`src/rtl/cic_pkg.sv`:
```
// Shared defaults and elaboration-time helpers for the runtime-rate CIC decimator.
package cic_pkg;

  localparam int CIC_SECTIONS_DEF   = 3;
  localparam int CIC_MAX_RATE_DEF   = 64;
  localparam int CIC_DIFF_DELAY_DEF = 1;
  localparam int CIC_INPUT_W_DEF    = 12;
  localparam int CIC_OUTPUT_W_DEF   = 18;

  // Hogenauer full-precision width: input plus N*log2(R*M) bits of growth.
  function automatic int cic_acc_w(input int in_w, input int n, input int r, input int m);
    return in_w + n * $clog2(r * m);
  endfunction

  function automatic int cic_rate_clamp(input int rate, input int max_rate);
    if (rate <= 0) return 1;
    if (rate > max_rate) return max_rate;
    return rate;
  endfunction

endpackage

```
`src/rtl/cic_decim_rt_comb.sv`:
```
// One CIC comb section: y = x - x[-M]; the delay line advances only on a decimated load.
module cic_comb_stage
  import cic_pkg::*;
#(
  parameter int WIDTH = cic_acc_w(CIC_INPUT_W_DEF, CIC_SECTIONS_DEF, CIC_MAX_RATE_DEF,
                                  CIC_DIFF_DELAY_DEF),
  parameter int DEPTH = CIC_DIFF_DELAY_DEF
) (
  input  logic                    clk,
  input  logic                    reset,
  input  logic                    i_load,
  input  logic signed [WIDTH-1:0] i_data,
  output logic signed [WIDTH-1:0] o_data
);

  logic signed [WIDTH-1:0] r_dly [DEPTH];

  // NOTE: the delay line is only M words deep, so it is cleared with the rest of the state.
  always_ff @(posedge clk or posedge reset) begin
    if (reset) begin
      for (int i = 0; i < DEPTH; i++) r_dly[i] <= '0;
    end else if (i_load) begin
      r_dly[0] <= i_data;
      for (int i = 1; i < DEPTH; i++) r_dly[i] <= r_dly[i-1];
    end
  end

  assign o_data = i_data - r_dly[DEPTH-1];

endmodule

```
`src/rtl/cic_decim_rt.sv`:
```
// Runtime-rate CIC decimator with valid/ready on both sides.
// Optional macro CIC_ROUND_EN: round-half-up and saturate at the output truncation point.
module cic_decim_rt
  import cic_pkg::*;
#(
  parameter int  SECTIONS     = CIC_SECTIONS_DEF,
  parameter int  MAX_RATE     = CIC_MAX_RATE_DEF,
  parameter int  DIFF_DELAY   = CIC_DIFF_DELAY_DEF,
  parameter int  INPUT_WIDTH  = CIC_INPUT_W_DEF,
  parameter int  OUTPUT_WIDTH = CIC_OUTPUT_W_DEF,
  localparam int ACC_W        = cic_acc_w(INPUT_WIDTH, SECTIONS, MAX_RATE, DIFF_DELAY),
  localparam int RATE_W       = $clog2(MAX_RATE) + 1
) (
  input  logic                           clk,
  input  logic                           reset,
  input  logic        [RATE_W-1:0]       rate,
  input  logic                           in_valid,
  output logic                           in_ready,
  input  logic signed [INPUT_WIDTH-1:0]  in_data,
  output logic                           out_valid,
  input  logic                           out_ready,
  output logic signed [OUTPUT_WIDTH-1:0] out_data
);

  localparam int SHIFT = ACC_W - OUTPUT_WIDTH;

  logic signed [ACC_W-1:0]        r_integ [SECTIONS];
  logic signed [ACC_W-1:0]        w_comb  [SECTIONS+1];
  logic        [RATE_W-1:0]       r_cnt, r_rate, w_rate, w_rate_in;
  logic                           r_rate_ok, r_dec_pend, r_out_valid;
  logic signed [OUTPUT_WIDTH-1:0] r_out_data, w_scaled;
  logic                           w_accept, w_wrap, w_load;

  assign w_rate_in = RATE_W'(cic_rate_clamp(int'(rate), MAX_RATE));
  // Until the first clock after reset the live clamped rate stands in for the latched one.
  assign w_rate    = r_rate_ok ? r_rate : w_rate_in;
  assign w_load    = r_dec_pend && (!r_out_valid || out_ready);
  assign in_ready  = !(r_dec_pend && r_out_valid && !out_ready);
  assign w_accept  = in_valid && in_ready;
  assign w_wrap    = w_accept && (r_cnt == w_rate - RATE_W'(1));

  // NOTE: sequential state uses non-blocking assignments so each stage reads pre-edge values.
  always_ff @(posedge clk or posedge reset) begin
    if (reset) begin
      for (int i = 0; i < SECTIONS; i++) r_integ[i] <= '0;
    end else if (w_accept) begin
      r_integ[0] <= r_integ[0] + ACC_W'(in_data);
      for (int i = 1; i < SECTIONS; i++) r_integ[i] <= r_integ[i] + r_integ[i-1];
    end
  end

  assign w_comb[0] = r_integ[SECTIONS-1];

  for (genvar g = 0; g < SECTIONS; g++) begin : g_comb
    cic_comb_stage #(.WIDTH(ACC_W), .DEPTH(DIFF_DELAY)) u_comb (
      .clk    (clk),
      .reset  (reset),
      .i_load (w_load),
      .i_data (w_comb[g]),
      .o_data (w_comb[g+1])
    );
  end

`ifdef CIC_ROUND_EN
  if (SHIFT > 0) begin : g_round
    logic signed [ACC_W:0]        w_sum;
    logic signed [OUTPUT_WIDTH:0] w_rnd;
    logic                         w_unused_lsb;
    assign w_sum        = {w_comb[SECTIONS][ACC_W-1], w_comb[SECTIONS]}
                        + ((ACC_W+1)'(1) << (SHIFT - 1));
    assign w_rnd        = w_sum[ACC_W -: OUTPUT_WIDTH+1];
    assign w_unused_lsb = ^w_sum[SHIFT-1:0];
    // NOTE: default assigned first so the saturation mux never infers a latch.
    always_comb begin
      w_scaled = w_rnd[OUTPUT_WIDTH-1:0];
      if (w_rnd[OUTPUT_WIDTH] != w_rnd[OUTPUT_WIDTH-1])
        w_scaled = w_rnd[OUTPUT_WIDTH] ? {1'b1, {(OUTPUT_WIDTH-1){1'b0}}}
                                       : {1'b0, {(OUTPUT_WIDTH-1){1'b1}}};
    end
  end else begin : g_pass
    assign w_scaled = w_comb[SECTIONS];
  end
`else
  assign w_scaled = w_comb[SECTIONS][ACC_W-1 -: OUTPUT_WIDTH];
  if (SHIFT > 0) begin : g_trunc
    logic w_unused_lsb;
    assign w_unused_lsb = ^w_comb[SECTIONS][SHIFT-1:0];
  end
`endif

  always_ff @(posedge clk or posedge reset) begin
    if (reset) begin
      r_cnt       <= '0;
      r_rate      <= RATE_W'(1);
      r_rate_ok   <= 1'b0;
      r_dec_pend  <= 1'b0;
      r_out_valid <= 1'b0;
      r_out_data  <= '0;
    end else begin
      if (!r_rate_ok) begin
        r_rate    <= w_rate_in;
        r_rate_ok <= 1'b1;
      end
      if (w_accept) begin
        if (w_wrap) begin
          r_cnt  <= '0;
          r_rate <= w_rate_in;
        end else begin
          r_cnt <= r_cnt + RATE_W'(1);
        end
      end
      // A wrap on the load edge (R=1) starts a new pending frame immediately.
      if (w_wrap)      r_dec_pend <= 1'b1;
      else if (w_load) r_dec_pend <= 1'b0;
      if (w_load) begin
        r_out_data  <= w_scaled;
        r_out_valid <= 1'b1;
      end else if (r_out_valid && out_ready) begin
        r_out_valid <= 1'b0;
      end
    end
  end

  assign out_valid = r_out_valid;
  assign out_data  = r_out_data;

endmodule

```
`config.mk`:
```
export PLATFORM = sky130hd
export DESIGN_NAME = cic_decim_rt
export DESIGN_NICKNAME = d
export VERILOG_FILES = /design/src/rtl/cic_pkg.sv /design/src/rtl/cic_decim_rt_comb.sv /design/src/rtl/cic_decim_rt.sv
export SDC_FILE = /design/constraint.sdc
export NUM_CORES = 1
export LEC_CHECK = 0
export CORE_MARGIN = 3
export CORE_UTILIZATION = 60
export CTS_CLUSTER_DIAMETER = 80
export DETAILED_ROUTE_END_ITERATION = 10
export DONT_BUFFER_PORTS = 1
export PLACE_DENSITY = 0.76
export SLEW_MARGIN = 20
export SYNTH_ARGS = -nofsm -noshare
export SYNTH_HDL_FRONTEND = slang
export SYNTH_SLANG_ARGS = --single-unit
```
`constraint.sdc`:
```
create_clock -name clk -period 11.9 [get_ports clk]
set_clock_uncertainty 0.2 [all_clocks]
set_input_delay 2.38 -clock clk [delete_from_list [all_inputs] [get_ports clk]]
set_output_delay 2.38 -clock clk [all_outputs]
set_load 0.02 [all_outputs]
```
==> results.py <==
metrics = {
    "critical_path": {
        "cp-start-kind": "flip-flop",
        "critical_path.reg2reg.endpoint": "out_data[15]$_DFFE_PP0P_",
        "critPathArrivalTime_ns": 7.66,
        "timing.rr.start": "r_integ[0]$_DFFE_PP0P_",
        "reg2reg_slack_ns": 4.44,
        "timing.critical_path.required_ns": 12.10,
        "timing.critical_path.slowest_stage_cell": "sky130_fd_sc_hd__a211oi_2",
        "path_class": "flip-flop to flip-flop",
        "cp_slowest_stage_delay_ns": 0.42,
        "worstRegToRegCells": 31,
        "end_kind": "flip-flop",
        "path_common_cell": "sky130_fd_sc_hd__a21oi_1",
        "critical_path.max_fanout": 6,
    },
    "timing": {
        "finalSetupTns_ns": 0,
        "finalSetupViolations": 0,
        "min_period_ns": 7.46,
        "timing.final.crit_share_pct": 62.7,
        "max_freq_mhz": 134,
        "max_slew_violations": 0,
        "hold_violations": 0,
        "timing.slew.headroom_pct": 33.3,
        "least_margin_pin_slew_ns": 1.00,
        "final.setup.worst_slack_ns": 4.44,
        "grt_setup_unrepaired": "false",
    },
    "clock_network": {
        "clock_tree.buffer_depth": 3,
        "cts.repair_timing.setup_buffer_count": 0,
        "cts-resized-gates": 0,
        "cts.sink_count": 215,
        "clkSlewWorstSetupHoldPaths_ns": 0.06,
        "clock_h_tree_levels": 1,
        "clock_tree_from_tritoncts": "built",
        "tritoncts.num_buffers": 23,
        "cts_hold_buffers": 0,
        "clk-insertion-delay-late_ns": 0.51,
        "cts_root_buf": "sky130_fd_sc_hd__clkbuf_16",
    },
    "route": {
        "detail_route.first_pass.iterations": 4,
        "drt-total-wl_mm": 30.2,
        "starting_drt_drc_count": 621,
        "avgViaCountPerCell": 5.77,
        "detail-route-antenna-nets": 0,
        "drc": 0,
        "vias": 12500,
        "drt-wirelength-per-cell_um": 13.9,
    },
    "global_route": {
        "gr-total-overflow": 0,
        "first_global_vias": 12100,
        "global_route_usage_over_all_layers_pct": 21.1,
        "antenna_found_initial": 0,
        "global_route_wire_length_before_repair_mm": 53.5,
        "grt_max_degree": 133,
    },
    "synthesis": {
        "post_synth.cell_area_avg_um2": 8.87,
        "synth_top_area_share_pct": 32.9,
        "synth_seq_area_share_pct": 33.1,
        "yosys_warnings": 0,
        "yosys_register_bits": 215,
        "mappedNetlistArea_mm2": 0.0163,
        "synthesis.instances": 1833,
        "syn-num-nets": 2036,
        "ys_types": 79,
        "netlist_top_cells_area": "sky130_fd_sc_hd__dfrtp_1 (33%), sky130_fd_sc_hd__ha_1 (13%), sky130_fd_sc_hd__mux2_2 (5.5%)",
        "synth_enable_flop_cells": 0,
        "dominantRegCellSynth": "sky130_fd_sc_hd__dfrtp_1",
        "synth_area_leader_cell": "sky130_fd_sc_hd__dfrtp_1",
        "synth_async_reset_ratio_pct": 100,
    },
    "floorplan": {
        "floorplan.initialDensity_pct": 61.7,
        "dieWidth_um": 171,
        "die_h_um": 171,
        "floorplan.core_area_mm2": 0.0264,
        "die-area_mm2": 0.0291,
        "placementRows": 59,
        "io-pin-count": 43,
    },
    "cells_and_area": {
        "num_antenna_cells": 0,
        "share_of_cells_above_drive_strength_1_pct": 8.01,
        "nets": 2022,
        "fill_cells": 2100,
        "total_area_of_multi_input_combinational_cells_mm2": 0.0102,
        "register_area_mm2": 0.00538,
        "syn_to_final_growth_pct": 6.90,
        "final_design_area_no_fill_mm2": 0.0174,
        "instances_no_fill": 2170,
    },
    "placed_design": {
        "place_ws_ns": 4.55,
        "placedInstanceArea_mm2": 0.0165,
        "dp_hpwl_mm": 22.4,
        "globalplace.congestion": 0.902,
        "place.detailed.instances": 2129,
        "buffer_ports.inserted": 0,
    },
    "hold_path": {
        "worst_hold_path.num_cells": 2,
        "min_delay_worst_endpoint": "g_comb[2].u_comb.r_dly[18]$_DFFE_PP0P_",
        "hold_path.class": "flip-flop to flip-flop",
        "worstHoldStart": "g_comb[2].u_comb.r_dly[18]$_DFFE_PP0P_",
    },
    "job": {
        "max_cap_violations": 0,
    },
    "outcome": {
        "status": "finished, final reports clean",
    },
}
-- per-layer routing --
layer | wire length, um | global-route usage, % | up-vias
met3 | 779 | 2.29 | 45
met4 | 612 | 5.43 | 0
met1 | 14800 | 28.1 | 5793
met2 | 14100 | 36.9 | 148
met5 | 0 | 0 | -
li1 | - | - | 6526
-- worst max-delay path by stage --
| stage | start | to | cells after the start |
|---|---|---|---|
| floorplan | reset | g_comb[0].u_comb.r_dly[0]$_DFFE_PP0P_ | 1 |
| finish | r_integ[0]$_DFFE_PP0P_ | out_data[15]$_DFFE_PP0P_ | 31 |
| global placement | r_integ[0]$_DFFE_PP0P_ | out_data[15]$_DFFE_PP0P_ | 31 |
| detailed placement | r_integ[0]$_DFFE_PP0P_ | out_data[15]$_DFFE_PP0P_ | 31 |
| global route | r_integ[0]$_DFFE_PP0P_ | out_data[15]$_DFFE_PP0P_ | 31 |
| CTS | r_integ[0]$_DFFE_PP0P_ | out_data[15]$_DFFE_PP0P_ | 31 |
-- critical path: cells and delay by family (launching register included) --
kind	cells	cell delay, ns
xor gates and xnor gates	1	0.21
DFF	1	0.35
and+or+nand+nor	6	1.06
buffers and inverters	1	0.06
AOI/OAI and AO/OA	19	4.16
adders and majority gates	4	1.29
-- layout make-up --
type | count | area share [%]
timing repair buffer | 3 | 0.151
multi-input combinational | 1429 | 58.5
sequential | 215 | 31.0
tap | 335 | 2.41
clock buffer | 33 | 3.76
inverter | 147 | 3.22
clock inverter | 8 | 0.965
-- cell usage in the layout (no fill, tap or decap), drive strengths merged, types with 5 or more instances in the layout --
master   netlist  layout
or2            9       9
nor3b          5       5
o211ai         8       8
inv          147     147
nand3         31      31
a21o          65      65
mux2          82      82
o21bai        21      21
ha           175     175
o21a          26      26
a2111oi        5       5
nand4         13      13
a21boi         9       9
nor2b         21      21
a21oi        143     143
xnor2         83      83
nor3          31      31
dfrtp        214     214
a41oi          5       5
nand2b        27      27
xor2          57      57
mux2i          7       7
o21ai        164     164
a211oi        16      16
nor2          92      92
fa             5       5
and4           6       6
bufinv         0       5
nor4           6       6
and3          14      14
or3           12      12
clkbuf        38      33
nand2        193     193
a211o          6       6
o31ai         20      20
a31oi         17      17
and2          11      11
-- cells in the mapped netlist, drive strengths merged (11+ instances only) --
cell type  count
xor2          57
a21o          65
nand2        193
a31oi         17
clkbuf        38
ha           175
a21oi        143
and3          14
nor3          31
xnor2         83
and2          11
mux2          82
o21a          26
o21bai        21
dfrtp        214
nand4         13
nand2b        27
o21ai        164
a211oi        16
nor2          92
nor2b         21
inv          147
nand3         31
or3           12
o31ai         20
-- metrics by stage --
stage | hold WS (ns) | utilization, %
final | 0.273 | 65.9
after detailed placement | 0.266 | 62.8
after global routing | 0.310 | 65.9
after CTS | 0.278 | 65.9
after global placement | 0.262 | 62.8
after floorplan | 0.249 | -
-- kinds of logic after synthesis --
| group | count (synthesis) | share of synthesized area [%] |
|---|---|---|
| other | 1 | 0.0231 |
| adder cells (fa/ha/maj) | 180 | 14.1 |
| AND/OR/NAND/NOR | 483 | 14.1 |
| multiplexers | 89 | 6.11 |
| AO/OA/AOI/OAI | 536 | 20.5 |
| flip-flops | 215 | 33.1 |
| XOR/XNOR | 140 | 7.54 |
| buffers and inverters | 189 | 4.49 |
-- sequential cells by signal, indices dropped and copies added, names as in the netlist --
signal,flops
r_rate,7
out_valid,1
r_cnt,7
out_data,18
r_integ,90
r_dec_pend,1
g_comb.u_comb.r_dly,90
r_rate_ok,1
Power is not shown: default switching activity piles up to over one toggle a cycle in this logic, so the estimate is an artifact.
